### src/rtl/dmem_access_ctrl.sv
// MEM-stage data-cache access sequencer: one request per load/store, stalls while outstanding.
// Define DMEM_TIMEOUT_EN to add the BUSY watchdog (sticky timeout, request dropped).
module dmem_access_ctrl #(
    parameter int unsigned TIMEOUT_CYCLES = 1024
) (
    input  logic        clk_i,
    input  logic        rst_i,
    input  logic        mem_valid_i,
    input  logic        mem_load_i,
    input  logic        mem_store_i,
    input  logic [2:0]  mem_funct3_i,
    input  logic [31:0] mem_addr_i,
    input  logic [31:0] mem_wdata_i,
    input  logic        mem_advance_i,
    output logic        dmem_read_o,
    output logic        dmem_write_o,
    output logic [31:0] dmem_address_o,
    output logic [31:0] dmem_wdata_o,
    output logic [3:0]  dmem_mbe_o,
    input  logic        dmem_resp_i,
    input  logic [31:0] dmem_rdata_i,
    output logic [31:0] load_data_o,
    output logic [1:0]  load_addr_lo_o,
    output logic        mem_stall_o,
    output logic        misalign_o,
    output logic        timeout_o
);

    typedef enum logic [1:0] {StIdle, StBusy, StDone} state_e;

    state_e      state_q, state_d;
    logic        read_q, read_d, write_q, write_d;
    logic [31:0] addr_q, addr_d, wdata_q, wdata_d, load_data_q, load_data_d;
    logic [3:0]  mbe_q, mbe_d;
    logic [1:0]  addr_lo_q, addr_lo_d;
    logic        is_mem, aligned, accept;
    logic [3:0]  mbe_calc;
    logic [1:0]  lo;
    logic        unused_funct3;

    // funct3[2] only selects sign/zero extension, which the WB decoder handles.
    assign unused_funct3 = mem_funct3_i[2];
    assign lo            = mem_addr_i[1:0];
    assign is_mem        = mem_valid_i & (mem_load_i | mem_store_i);

    always_comb begin
        aligned  = 1'b1;
        mbe_calc = 4'b0001 << lo;
        if (mem_funct3_i[1]) begin
            aligned  = (lo == 2'b00);
            mbe_calc = 4'b1111;
        end else if (mem_funct3_i[0]) begin
            aligned  = ~lo[0];
            mbe_calc = 4'b0011 << lo;
        end
    end

    assign accept     = (state_q == StIdle) & is_mem & aligned;
    assign misalign_o = (state_q == StIdle) & is_mem & ~aligned;

`ifdef DMEM_TIMEOUT_EN
    localparam int unsigned CntW = (TIMEOUT_CYCLES > 1) ? $clog2(TIMEOUT_CYCLES) : 1;
    localparam logic [CntW-1:0] CntMax = CntW'(TIMEOUT_CYCLES - 1);

    logic [CntW-1:0] cnt_q, cnt_d;
    logic            timeout_q, timeout_d;
    logic            expire;

    assign expire    = (state_q == StBusy) & ~dmem_resp_i & (cnt_q == CntMax);
    assign timeout_o = timeout_q;

    always_comb begin
        cnt_d     = cnt_q;
        timeout_d = timeout_q | expire;
        if (accept) begin
            cnt_d = '0;
        end else if (state_q == StBusy) begin
            cnt_d = cnt_q + 1'b1;
        end
    end

    always_ff @(posedge clk_i) begin
        if (rst_i) begin
            cnt_q     <= '0;
            timeout_q <= 1'b0;
        end else begin
            cnt_q     <= cnt_d;
            timeout_q <= timeout_d;
        end
    end
`else
    logic expire;
    assign expire    = 1'b0;
    assign timeout_o = 1'b0;
`endif

    always_comb begin
        state_d     = state_q;
        read_d      = read_q;
        write_d     = write_q;
        addr_d      = addr_q;
        wdata_d     = wdata_q;
        mbe_d       = mbe_q;
        addr_lo_d   = addr_lo_q;
        load_data_d = load_data_q;
        unique case (state_q)
            StIdle: begin
                if (accept) begin
                    state_d   = StBusy;
                    read_d    = mem_load_i;
                    write_d   = ~mem_load_i;
                    addr_d    = {mem_addr_i[31:2], 2'b00};
                    wdata_d   = mem_wdata_i << {lo, 3'b000};
                    mbe_d     = mbe_calc;
                    addr_lo_d = lo;
                end
            end
            StBusy: begin
                if (dmem_resp_i) begin
                    read_d  = 1'b0;
                    write_d = 1'b0;
                    if (read_q) begin
                        load_data_d = dmem_rdata_i;
                    end
                    state_d = mem_advance_i ? StIdle : StDone;
                end else if (expire) begin
                    read_d  = 1'b0;
                    write_d = 1'b0;
                    state_d = StIdle;
                end
            end
            StDone: begin
                if (mem_advance_i) begin
                    state_d = StIdle;
                end
            end
            default: state_d = StIdle;
        endcase
    end

    always_ff @(posedge clk_i) begin
        if (rst_i) begin
            state_q     <= StIdle;
            read_q      <= 1'b0;
            write_q     <= 1'b0;
            addr_q      <= '0;
            wdata_q     <= '0;
            mbe_q       <= '0;
            addr_lo_q   <= '0;
            load_data_q <= '0;
        end else begin
            state_q     <= state_d;
            read_q      <= read_d;
            write_q     <= write_d;
            addr_q      <= addr_d;
            wdata_q     <= wdata_d;
            mbe_q       <= mbe_d;
            addr_lo_q   <= addr_lo_d;
            load_data_q <= load_data_d;
        end
    end

    assign mem_stall_o    = accept | ((state_q == StBusy) & ~dmem_resp_i);
    assign dmem_read_o    = read_q;
    assign dmem_write_o   = write_q;
    assign dmem_address_o = addr_q;
    assign dmem_wdata_o   = wdata_q;
    assign dmem_mbe_o     = mbe_q;
    assign load_data_o    = load_data_q;
    assign load_addr_lo_o = addr_lo_q;

endmodule
### config.mk
export PLATFORM = sky130hd
export DESIGN_NAME = dmem_access_ctrl
export DESIGN_NICKNAME = d
export VERILOG_FILES = /design/src/rtl/dmem_access_ctrl.sv
export SDC_FILE = /design/constraint.sdc
export NUM_CORES = 1
export LEC_CHECK = 0
export CORE_ASPECT_RATIO = 1.2
export CORE_UTILIZATION = 43
export DETAILED_ROUTE_END_ITERATION = 7
export GPL_TIMING_DRIVEN = 0
export PLACE_DENSITY = 0.87
export REMOVE_ABC_BUFFERS = 1
export SLEW_MARGIN = 20
export SYNTH_ARGS = -nofsm -noshare
export SYNTH_HDL_FRONTEND = slang
export SYNTH_SLANG_ARGS = --single-unit
### constraint.sdc
create_clock -name clk_i -period 2.78 [get_ports clk_i]
set_input_delay 0.278 -clock clk_i [delete_from_list [all_inputs] [get_ports clk_i]]
set_output_delay 0.278 -clock clk_i [all_outputs]
set_load 0.01 [all_outputs]
==> results_dict.tcl <==
set metrics [dict create \
    clock-sinks 104 \
    pwr-share-clk_pct 28.2 \
    cts_max_path_buffers 2 \
    fp.dieH_microns 109.8 \
    grt_max_degree 73 \
    crit_type "in -> out" \
    synth_cell_types 33 \
    grt_usage_pct 24.56 \
    cap_violations 0 \
    final_common_cell "clkdlybuf4s50_1" \
    synthToLayoutAreaGrowth_pct 55.97 \
    drt-total-wl_mm 12.87 \
    grt_pass1_vias 4073 \
    ys_warn_count 0 \
    status "finished clean" \
    vdd_drop_max_mv 0.3096 \
    skew_ns 0.005890 \
    die_area_sq_um 10070 \
    dr.pass1.iters 4 \
    p_seq_share_pct 53.6 \
    end_kind "output port" \
    arrival_ns 2.21 \
    cts_tree "built" \
    worst_path_max_delay_cell "clkdlybuf4s50_1" \
    netlist_area_sq_um 4160 \
    start_util_pct 45.10 \
    ios 213 \
    final_cell_mix "clkdlybuf4s50_1 (205), nand2_1 (164), dfxtp_1 (104)" \
    synth-main-ff-cell "dfxtp_1" \
    fmax_mhz 402.6 \
    rsz0062_at_grt "false" \
    fill_cells 712 \
    syn_area_per_cell_sq_um 7.970 \
    switching_share_pct 26.29 \
    clk_latency_ns 0.36 \
    antenna_found_initial 0 \
    yosysSeqAreaShare_pct 50.05 \
    power.internal_uw 2157 \
    async_flop_share_pct 0 \
    slew_violations 0 \
    drc 0 \
    synth_cells 522 \
    tns_ns 0 \
    hold_buffers 0 \
    path_clk_slew_ns 0.09 \
    postRouteAntennaNets 0 \
    max_stage_delay_ns 0.59 \
    routed_via_density 5.205 \
    drive_gt1_share_pct 5.610 \
    nets 815 \
    h-tree-depth 3 \
    wl_per_cell_microns 15.45 \
    multi_input_area_sq_um 1907 \
    comb_power_share_pct 18.2 \
    antenna_cells 0 \
    die_x_microns 91.79 \
    setup_violations 0 \
    worstMarginPinSlew_ns 0.8808 \
    dp_slack_ns 0.05847 \
    cp_cell_sequence "clkdlybuf4s50_1, or2_1, a211o_1, a21oi_1, clkdlybuf4s50_1" \
    dp_hpwl_mm 9.414 \
    holdWs_ns 0.3176 \
    power.density_nw_per_um2 451.1 \
    switchingPower_uw 769.6 \
    period_needed_ns 2.484 \
    hold_violations 0 \
    crit_path_start_kind "input pin" \
    synth_edf_count 0 \
    fin_crit_sh_pct 89.34 \
    p_leak_uw 0.002257 \
    coreArea_sq_um 9224 \
    setup_ws_ns 0.2964 \
    root_buffer "clkbuf_8" \
    postCtsSetupRepairBufs 0 \
    gr-total-overflow 0 \
    grt_pass1_wl_mm 19.62 \
    gp_congestion 0.7934 \
    cts_buffers 9 \
    required_ns 2.50 \
    first_iter_violations 251 \
    cts-resized-gates 0 \
    synth-seq-cells 104 \
    max-slew-margin-rel_pct 41.06 \
    crit_top_cell "clkdlybuf4s50_1" \
    seq_area_sq_um 2082 \
    critPathMaxFanout 7 \
    row_count 38 \
    hold_path_class "in -> reg" \
    rrSetupSlack_ns 0.55 \
    io_buffers 208 \
    vias 4336 \
]
-- registers in the layout (all words and copies together) (netlist names) --
register,flops
dmem_read_o,1
dmem_address_o,30
load_addr_lo_o,2
dmem_mbe_o,4
dmem_write_o,1
state_q,2
load_data_o,32
dmem_wdata_o,32
-- final timing paths --
kind,end,startpoint,cells past startpoint
hold / removal,state_q[0],rst_i,2
setup reg to reg,dmem_wdata_o[13],state_q[0],5
setup / recovery,mem_stall_o,mem_funct3_i[1],5
hold reg to reg,dmem_wdata_o[7],dmem_wdata_o[7],2
-- kinds of logic after synthesis --
group | share of synthesized area [%]
AO/OA/AOI/OAI | 16.21
XOR/XNOR | 0.2106
buffers and inverters | 4.451
flip-flops | 50.05
multiplexers | 6.286
other | 0.09014
AND/OR/NAND/NOR | 22.71
-- per-stage QoR --
step                      utilization [%]  power, uW  std cells  instance area (sq um)
after floorplan                         -       1781        480                   3983
after global placement              67.38       2115        808                   6215
after detailed placement            68.60       2136        818                   6327
after CTS                           70.35       2947        833                   6489
after global routing                70.35       3056        833                   6489
final                               70.35       2927        833                   6489
-- layout make-up --
type / instances / share of cell area, %
repair buffers: 218 / 33.73
flip-flops and latches: 104 / 32.09
well taps: 120 / 2.314
clock inverters: 6 / 0.5785
multi-input cells: 376 / 29.39
clock buffers: 9 / 1.909
-- power by group through the flow --
stage / sequential [uW] / clock, uW / combinational (uW)
2_1_floorplan: 1630 / 0 / 154
3_3_place_gp: 1600 / 0 / 513
3_5_place_dp: 1600 / 0 / 532
4_1_cts: 1570 / 843 / 534
5_1_grt: 1580 / 904 / 575
6_report: 1570 / 825 / 531
-- critical path: cells and delay by family --
kind                   cells  cell delay, ns
AOI/OAI and AO/OA          2            0.50
buffers and inverters      2            1.10
and+or+nand+nor            1            0.33
-- layer usage --
metal  share of wire, %  track usage [%]  routed length [microns]  up-vias
li1                   -                -                        -     2106
met1                 38            27.04                     4844     2019
met2                 52            44.47                     6746      165
met3                5.3            4.703                      685       46
met4                4.6            14.06                      598        0
met5                  0                0                        0        -
-- synthesized netlist by cell type, types with 2 or more instances --
library cell | number | area (sq um)
a21oi_1 | 92 | 460.4
mux2_2 | 9 | 101.4
nor3_1 | 13 | 65.06
nor2_1 | 24 | 90.09
nand2_1 | 164 | 615.6
clkbuf_1 | 32 | 120.1
buf_1 | 2 | 7.510
buf_4 | 3 | 22.52
o211ai_1 | 8 | 60.06
dfxtp_1 | 104 | 2082
or3_1 | 9 | 56.30
nand2b_1 | 3 | 18.77
nand3_1 | 9 | 45.04
buf_2 | 7 | 35.03
nor2b_1 | 3 | 18.77
mux2i_1 | 16 | 160.2
a211oi_1 | 8 | 60.06
No activity file was read; power rests on OpenSTA's default activity.
